$ cat src/rtl/overlay_pkg.sv
// Shared constants and payload type for the overlay output path.
package overlay_pkg;

    localparam int unsigned SAMPLE_W = 16;
    localparam int unsigned LANES    = 4;

    typedef logic [LANES*SAMPLE_W-1:0] lane_word_t;

endpackage

$ cat src/rtl/overlay_sync_fifo.sv
// Single-clock first-word-fall-through FIFO; pointers carry one wrap bit.
module overlay_sync_fifo #(
    parameter int unsigned WIDTH = 64,
    parameter int unsigned DEPTH = 16
) (
    input  logic             clk,
    input  logic             rst,
    input  logic             wr_en,
    input  logic [WIDTH-1:0] wr_data,
    input  logic             rd_en,
    output logic [WIDTH-1:0] rd_data_c,
    output logic             full_c,
    output logic             empty_c
);

    localparam int unsigned AW = $clog2(DEPTH);

    logic [WIDTH-1:0] mem [DEPTH];
    logic [AW:0]      wr_ptr;
    logic [AW:0]      rd_ptr;
    logic             do_wr_c;
    logic             do_rd_c;

    assign empty_c   = (wr_ptr == rd_ptr);
    assign full_c    = (wr_ptr[AW] != rd_ptr[AW]) && (wr_ptr[AW-1:0] == rd_ptr[AW-1:0]);
    assign do_rd_c   = rd_en && !empty_c;
    // A write while full is allowed only when the same cycle frees a slot.
    assign do_wr_c   = wr_en && (!full_c || do_rd_c);
    assign rd_data_c = mem[rd_ptr[AW-1:0]];

    // Storage; cleared on reset so the read port shows zero afterwards.
    always_ff @(posedge clk) begin
        if (rst) begin
            for (int unsigned i = 0; i < DEPTH; i++) begin
                mem[AW'(i)] <= '0;
            end
        end else if (do_wr_c) begin
            mem[wr_ptr[AW-1:0]] <= wr_data;
        end
    end

    // Read and write pointers.
    always_ff @(posedge clk) begin
        if (rst) begin
            wr_ptr <= '0;
            rd_ptr <= '0;
        end else begin
            if (do_wr_c) begin
                wr_ptr <= wr_ptr + (AW+1)'(1);
            end
            if (do_rd_c) begin
                rd_ptr <= rd_ptr + (AW+1)'(1);
            end
        end
    end

endmodule

$ cat src/rtl/overlay_out_packer.sv
// Captures four I/Q lanes, packs complete sets into words and streams them framed.
module overlay_out_packer
    import overlay_pkg::*;
#(
    parameter int unsigned DATA_W     = SAMPLE_W,
    parameter int unsigned FIFO_DEPTH = 16,
    parameter int unsigned FRAME_LEN  = 256
) (
    input  logic                      i_clk,
    input  logic                      i_rst,
    input  logic                      i_enable,
    input  logic [DATA_W-1:0]         i_I0_data,
    input  logic                      i_I0_valid,
    input  logic [DATA_W-1:0]         i_Q0_data,
    input  logic                      i_Q0_valid,
    input  logic [DATA_W-1:0]         i_I1_data,
    input  logic                      i_I1_valid,
    input  logic [DATA_W-1:0]         i_Q1_data,
    input  logic                      i_Q1_valid,
    output logic [LANES*DATA_W-1:0]   m_tdata,
    output logic                      m_tvalid,
    input  logic                      m_tready,
    output logic                      m_tlast,
    output logic                      o_align_err,
    output logic                      o_overflow,
    output logic [15:0]               o_drop_cnt
);

    localparam int unsigned     WORD_W   = LANES * DATA_W;
    localparam int unsigned     CNT_W    = (FRAME_LEN > 1) ? $clog2(FRAME_LEN) : 1;
    localparam logic [CNT_W-1:0] LAST_IDX = CNT_W'(FRAME_LEN - 1);
    localparam logic [15:0]     DROP_MAX = 16'hFFFF;

    logic [LANES-1:0]  lane_vld_c;
    logic [WORD_W-1:0] lane_dat_c;
    logic [WORD_W-1:0] hold_word;
    logic [LANES-1:0]  held;
    logic              align_err;
    logic              overflow;
    logic [15:0]       drop_cnt;
    logic [CNT_W-1:0]  frame_cnt;
    logic              push_c;
    logic              pop_c;
    logic              drop_c;
    logic              full_c;
    logic              empty_c;
    logic [WORD_W-1:0] fifo_dout_c;

    assign lane_vld_c = {i_Q1_valid, i_I1_valid, i_Q0_valid, i_I0_valid} & {LANES{i_enable}};
    assign lane_dat_c = {i_Q1_data, i_I1_data, i_Q0_data, i_I0_data};
    assign push_c     = &held;
    assign pop_c      = !empty_c && m_tready;
    assign drop_c     = push_c && full_c && !pop_c;

    // Lane capture: a strobe in the push cycle opens the next set instead of clearing.
    always_ff @(posedge i_clk) begin
        if (i_rst) begin
            hold_word <= '0;
            held      <= '0;
            align_err <= 1'b0;
        end else begin
            for (int unsigned k = 0; k < LANES; k++) begin
                if (lane_vld_c[k]) begin
                    hold_word[k*DATA_W +: DATA_W] <= lane_dat_c[k*DATA_W +: DATA_W];
                    held[k]                       <= 1'b1;
                    if (held[k] && !push_c) begin
                        align_err <= 1'b1;
                    end
                end else if (push_c) begin
                    held[k] <= 1'b0;
                end
            end
        end
    end

    // Overflow flag and saturating count of sets lost to a full FIFO.
    always_ff @(posedge i_clk) begin
        if (i_rst) begin
            overflow <= 1'b0;
            drop_cnt <= '0;
        end else if (drop_c) begin
            overflow <= 1'b1;
            if (drop_cnt != DROP_MAX) begin
                drop_cnt <= drop_cnt + 16'd1;
            end
        end
    end

    // Word position within the frame, advanced only by accepted words.
    always_ff @(posedge i_clk) begin
        if (i_rst) begin
            frame_cnt <= '0;
        end else if (pop_c) begin
            frame_cnt <= (frame_cnt == LAST_IDX) ? '0 : frame_cnt + CNT_W'(1);
        end
    end

    overlay_sync_fifo #(
        .WIDTH (WORD_W),
        .DEPTH (FIFO_DEPTH)
    ) u_fifo (
        .clk       (i_clk),
        .rst       (i_rst),
        .wr_en     (push_c),
        .wr_data   (hold_word),
        .rd_en     (pop_c),
        .rd_data_c (fifo_dout_c),
        .full_c    (full_c),
        .empty_c   (empty_c)
    );

    assign m_tdata     = fifo_dout_c;
    assign m_tvalid    = !empty_c;
    assign m_tlast     = (frame_cnt == LAST_IDX) && !empty_c;
    assign o_align_err = align_err;
    assign o_overflow  = overflow;
    assign o_drop_cnt  = drop_cnt;

endmodule

$ cat config.mk
export PLATFORM = sky130hd
export DESIGN_NAME = overlay_out_packer
export DESIGN_NICKNAME = d
export VERILOG_FILES = /design/src/rtl/overlay_pkg.sv /design/src/rtl/overlay_sync_fifo.sv /design/src/rtl/overlay_out_packer.sv
export SDC_FILE = /design/constraint.sdc
export NUM_CORES = 1
export LEC_CHECK = 0
export ABC_CLOCK_PERIOD_IN_PS = 4300
export CAP_MARGIN = 20
export CORE_ASPECT_RATIO = 1.75
export CORE_MARGIN = 1
export CORE_UTILIZATION = 40
export CTS_BUF_LIST = sky130_fd_sc_hd__clkbuf_8
export DETAILED_ROUTE_END_ITERATION = 10
export SLEW_MARGIN = 20
export SYNTH_ARGS = -nofsm -noshare
export SYNTH_HDL_FRONTEND = slang
export SYNTH_HIERARCHICAL = 1
export SYNTH_SLANG_ARGS = --single-unit
$ cat constraint.sdc
create_clock -name i_clk -period 4.3 [get_ports i_clk]
set_clock_uncertainty 0.05 [all_clocks]
set_input_delay 0.86 -clock i_clk [delete_from_list [all_inputs] [get_ports i_clk]]
set_output_delay 0.86 -clock i_clk [all_outputs]
set_load 0.03 [all_outputs]
==> metrics.md, run 1 <==
| Metric | Value |
|---|---|
| Post-DP Area | `52,610 µm²` |
| Filler instances | `10.76k` |
| Reg-to-Reg End | `u_fifo/mem[6][59]` |
| Min Tclk post-route | `4182 ps` |
| Max-cap viol count | `0` |
| Syn Std Cell Area | `48,630 µm²` |
| Synth Net Count | `3,469` |
| Initial antenna violation count | `8` |
| Total die area | `123,000 µm²` |
| CP Class | `reg2out` |
| CP most frequent cell | `buf_12` |
| GP Congestion | `0.7852` |
| Die width | `265.6 µm` |
| GRT Total Usage | `23.63%` |
| Hold bufs inserted after CTS | `0` |
| Reg2Reg Setup Slack | `860 ps` |
| Setup WS post-layout | `118.0 ps` |
| Synth Register Bits | `1,132` |
| Routed WL per cell | `27.02 µm` |
| Number of flops mapped to enable cells by yosys | `1,024` |
| Drt drc | `0` |
| Status | `finished, final reports clean` |
| Fraction of registers with async set/reset | `0%` |
| Finish-stage setup viols | `0` |
| Largest area contributor in the netlist | `edfxtp_1` |
| Critical path arrival | `3270 ps` |
| Post-Syn Instances | `3,390` |
| Period utilization | `97.25%` |
| R2R Path Start | `u_fifo/wr_ptr[3]` |
| Hold Vio Cnt, Final | `0` |
| Main synth FF type | `edfxtp_1` |
| Core Util, Final | `46.48%` |
| Element type at the critical path start | `flip-flop` |
| Core box area | `120,200 µm²` |
| Setup crit end kind | `output pin` |
| Pins Over Slew Limit | `0` |
| CTS tree | `yes` |
| Sequential fraction of the synthesis area | `67.68%` |
| CTS clk-pin slew, worst paths | `60 ps` |
| Hold Path Class | `reg2reg` |
| IO Count | `156` |
| CP required | `3390 ps` |
| Routed WL | `144.4 mm` |
| Reg2reg path depth | `10` |
| H-Tree Depth | `4` |
| Via density | `5.568` |
| Commonest non-fill, non-tap cell in the layout | `nor2_1` |
| CP max-delay cell | `mux4_2` |
| IO Port Bufs | `155` |
| Power Density | `389.7 nW/µm²` |
| CTS max path bufs | `3` |
| Drt pass-1 iters | `5` |
| Worst-skew pair later-pin latency | `880 ps` |
| FMAX | `239.1 MHz` |
| Min-delay src | `o_overflow` |
| CTS sink count | `1,132` |
| DRT antenna net count | `0` |
| Layout cell share with drive strength beyond 1 | `19.03%` |
| Pre-CTS setup slack | `607.2 ps` |
| Worst Max-Slew Pin Slew | `1033 ps` |
| Worst Hold Depth | `2` |
| Vias in the first global route | `31.31k` |
| CP max stage delay | `540 ps` |
| Hold Crit Endpoint | `o_overflow` |
| Most frequent cells in the layout | `nor2_1, edfxtp_1, nand2_1` |
| Yosys warns | `6` |
| CP Cell Sequence | `buf_12 -> buf_12 -> buf_12 -> mux4_2 -> mux4_2 -> dlygate4sd2_1` |
| CTS buffer count | `166` |
| Layout Nets | `3,670` |
| Leak | `17.65 nW` |
| Footprint of the multi-input gates | `14,420 µm²` |
| Fin area | `55,880 µm²` |
| Area growth, synth to finish | `14.93%` |
| Pin count of the biggest net entering global routing | `97` |
| Clock tree root buffer cell | `clkbuf_8` |
| Initial core utilization | `40.44%` |
| Top post-synthesis cells by area | `edfxtp_1, mux4_2, nor2_1` |
| RSZ-0062 raised after global routing | `true` |
| CP Max Fanout | `16` |
| Library cells used by synthesis | `58` |
| First-pass GRT wire length | `209.3 mm` |
| DR vias | `29.74k` |
| Grt ovf | `0` |
| FP Rows | `168` |
| FF/Latch Area | `32,930 µm²` |
| Worst VDD drop | `0.0003346 V` |
| Top-area cell type share of the netlist area | `63.24%` |
| Drt initial violations | `2,727` |
| Die H | `463.2 µm` |
| Detailed placement HPWL | `86.01 mm` |
| Slew HR | `30.97%` |
| Mean post-synth cell area | `14.34 µm²` |
logic make-up after synthesis:
kind of cell	Yosys count	synth area share, %
adders and majority gates	7	0.1801
and+or+nand+nor	1531	12.34
DFF	1132	67.68
AOI/OAI and AO/OA	123	1.477
xor gates and xnor gates	18	0.3397
muxes	325	14.93
buffers and inverters	254	3.049
how the worst max path moves through the flow:
stage,to,slack [ps],cells after the start
finish,m_tdata[60],120,6
global route,m_tdata[52],-4,6
CTS,m_tdata[0],-190,5
detailed placement,m_tdata[7],610,4
global placement,m_tdata[2],620,5
floorplan,u_fifo/mem[7][0],710,9
through the flow:
stage	hold slack, ps	cells	TNS [ps]	power [mW]
after floorplan	398.8	3390	0	13.16
after global placement	386.9	5030	0	13.74
after detailed placement	396.7	5030	0	13.77
after CTS	334.0	5340	-2523	21.98
after global routing	360.8	5342	-10.15	22.43
final	405.3	5342	0	21.78
power breakdown:
group | leakage, nW | switching, mW | internal, mW
combinational | 4.76 | 0.610 | 0.348
sequential | 11.1 | 0.169 | 12.4
clock | 1.81 | 4.31 | 3.96
critical path: cells and delay by family, from the launching register on:
family / cells / cell delay (ps)
muxes: 2 / 1040
buffers and inverters: 4 / 970
DFF: 1 / 370
synthesized netlist by cell type, types with 3 or more instances:
cell      instances
ha_1              7
buf_1            13
nand3_1          15
nor2b_1           4
o31a_1            3
a21oi_1          87
and3_1            5
buf_4           109
o31ai_1           7
xor2_1            8
a21o_1           15
nand4_1           9
nor3_1            3
xnor2_1           9
nor2_1         1053
edfxtp_1       1024
o21ai_0           3
and2_1            6
or4_1             8
inv_1             7
buf_6            10
dfxtp_1         108
clkbuf_1         87
mux4_2          320
nand2_1         401
nor4_1            5
buf_2            26
registers in the layout (all words and copies together), names as in the netlist, named ones only:
name and cells:
u_fifo/mem 1024, hold_word 64, o_drop_cnt 16, frame_cnt 8, u_fifo/rd_ptr 5, u_fifo/wr_ptr 5, held 4, o_align_err 1
o_overflow 1
what timing repair did:
action | CTS | global route
setup endpoints to repair | 59 | 18
cloned | 1 | 1
buffers inserted | 6 | 0
gates resized for setup | 45 | 24
area by class of cell:
| class | count | area share [%] |
|---|---|---|
| Clock buffer | 176 | 4.334 |
| Multi-Input combinational cell | 2004 | 25.81 |
| Inverter | 8 | 0.05821 |
| Clock inverter | 127 | 1.218 |
| Antenna cell | 1 | 0.004478 |
| Tap cell | 1615 | 3.616 |
| Sequential cell | 1132 | 58.92 |
| Timing Repair Buffer | 279 | 6.045 |
metal layers:
layer  share of wire [%]  global-route usage [%]  wire length [µm]
met5               0.050                       0                72
met4                 2.9                   8.224              4193
met3                 7.2                   4.075             10370
met2                  53                   42.02             75980
met1                  37                   28.68             53740
Power figures use the tool's default switching activity.
==> inputs of run 2 (changes only) <==
Settings changed: ABC_CLOCK_PERIOD_IN_PS 4300 to 3600, PLACE_DENSITY_LB_ADDON from default to 0.15.
Clock period 4.3 ns to 3.6 ns, I/O delays scaled along.
==> run 2 against run 1 <==
Net effect: the flow now finishes with violations (negative setup slack); power is 22% higher; global-route usage is 1.6 points higher; design area is 3.8% higher; sequential share of layout area shrank 2.1 points; critical path type unchanged; critical endpoint is now m_tdata[27].
==> metrics.md, run 2 (synthesized netlist as in run 1, its figures left out) <==
| Metric | Value |
|---|---|
| Grt ovf | `0` |
| Pin count of the biggest net entering global routing | `91` |
| Element type at the critical path start | `flip-flop` |
| CP required | `2830 ps` |
| Hold Path Class | `in2reg` |
| Commonest non-fill, non-tap cell in the layout | `nor2_1` |
| Max reg flops | `1,024` |
| Status | `finished with violations` |
| DR vias | `30.09k` |
| Finish-stage setup viols | `64` |
| R2R Path Start | `u_fifo/wr_ptr[0]` |
| Hold Vio Cnt, Final | `0` |
| Initial core utilization | `40.44%` |
| Die H | `463.2 µm` |
| Die width | `265.6 µm` |
| FP Rows | `168` |
| Detailed placement HPWL | `92.88 mm` |
| CTS sink count | `1,132` |
| Routed WL per cell | `28.42 µm` |
| Max-cap viol count | `0` |
| CP max stage delay | `590 ps` |
| CP most frequent cell | `mux4_2` |
| Hold bufs inserted after CTS | `0` |
| Routed WL | `154.8 mm` |
| CP Max Fanout | `6` |
| Drt pass-1 iters | `6` |
| DRT antenna net count | `0` |
| Total die area | `123,000 µm²` |
| Most frequent cells in the layout | `nor2_1, edfxtp_1, nand2_1` |
| Leak | `18.51 nW` |
| Power Density | `457.6 nW/µm²` |
| CP Cell Sequence | `buf_12 -> buf_16 -> clkbuf_16 -> mux4_2 -> mux4_2 -> buf_6` |
| Layout Nets | `3,768` |
| Min Tclk post-route | `3878 ps` |
| Clock tree root buffer cell | `clkbuf_8` |
| Biggest register | `u_fifo/mem` |
| Failing checks | `negative setup slack` |
| CP Class | `reg2out` |
| RSZ-0062 raised after global routing | `true` |
| Setup crit end kind | `output pin` |
| Critical path arrival | `3110 ps` |
| Initial antenna violation count | `2` |
| Slew HR | `44.29%` |
| Fin area | `57,990 µm²` |
| Area growth, synth to finish | `19.26%` |
| Pins Over Slew Limit | `0` |
| Worst VDD drop | `0.0003644 V` |
| FMAX | `257.9 MHz` |
| Period utilization | `107.7%` |
| Setup TNS | `-11,930 ps` |
| CTS tree | `yes` |
| Post-DP Area | `52,990 µm²` |
| GP Congestion | `0.7909` |
| Via density | `5.525` |
| Min-delay src | `i_rst` |
| IO Count | `156` |
| Vias in the first global route | `31.51k` |
| First-pass GRT wire length | `219.7 mm` |
| Drt drc | `0` |
| Layout cell share with drive strength beyond 1 | `22.54%` |
| H-Tree Depth | `4` |
| Setup WS post-layout | `-278.0 ps` |
| Worst-skew pair later-pin latency | `890 ps` |
| CTS max path bufs | `3` |
| CTS buffer count | `169` |
| Worst Max-Slew Pin Slew | `835.6 ps` |
| Drt initial violations | `2,647` |
| CP max-delay cell | `mux4_2` |
| IO Port Bufs | `155` |
| CTS clk-pin slew, worst paths | `60 ps` |
| GRT Total Usage | `25.19%` |
| Core box area | `120,200 µm²` |
## run 2: area by class of cell
cell class	instances	area [µm²]
fill	10750	62240
inverter	8	32.53
clock inverter	123	674.4
multi-input combinational	2004	14420
tap	1615	2021
antenna	3	7.507
clock buffer	188	2587
timing repair buffer	374	5320
sequential	1132	32930
## run 2: path summary, 6_finish.rpt
kind                            end  slack [ps]  cells after the start
setup / recovery        m_tdata[27]        -280                      6
hold / removal     u_fifo/rd_ptr[4]         160                      2
setup reg to reg  u_fifo/mem[9][10]         450                     10
hold reg to reg          o_overflow         430                      2
## run 2: metrics by stage
stage	hold WS (ps)	power [mW]	instances	worst slack [ps]	utilization, %
after global routing	108.4	27.33	5446	-352.3	48.23
after floorplan	398.8	15.69	3390	8.116	-
after CTS	81.86	26.77	5414	-371.9	47.73
final	155.2	26.54	5447	-278.0	48.23
after detailed placement	411.7	16.44	5062	200.4	44.07
after global placement	410.1	16.42	5062	211.6	44.07
## run 2: repair_timing
action	4_1_cts	5_1_grt
setup endpoints to repair	66	64
cloned	22	13
resized for setup	222	79
hold endpoints to repair	0	0
pin swaps	0	0
buffers inserted	19	23
## run 2: metal layers
metal	track usage, %	wire [µm]	up-vias
met1	30.40	57930	15720
met2	45.86	83550	1121
met3	4.048	9427	250
met5	0	0	-
li1	-	-	13000
met4	7.331	3898	0
## run 2: critical path: cells and delay by family (launching register included)
family	cells	cell delay (ps)
flip-flops	1	440
multiplexers	2	1080
buffers and inverters	4	680
## run 2: power breakdown
group | total, mW | internal [mW] | leakage [nW] | switching (mW)
Clock | 10.4 | 5.22 | 1.90 | 5.17
Combinational | 1.17 | 0.443 | 5.47 | 0.727
Sequential | 15.0 | 14.8 | 11.1 | 0.210
Total | 26.5 | 20.4 | 18.5 | 6.11
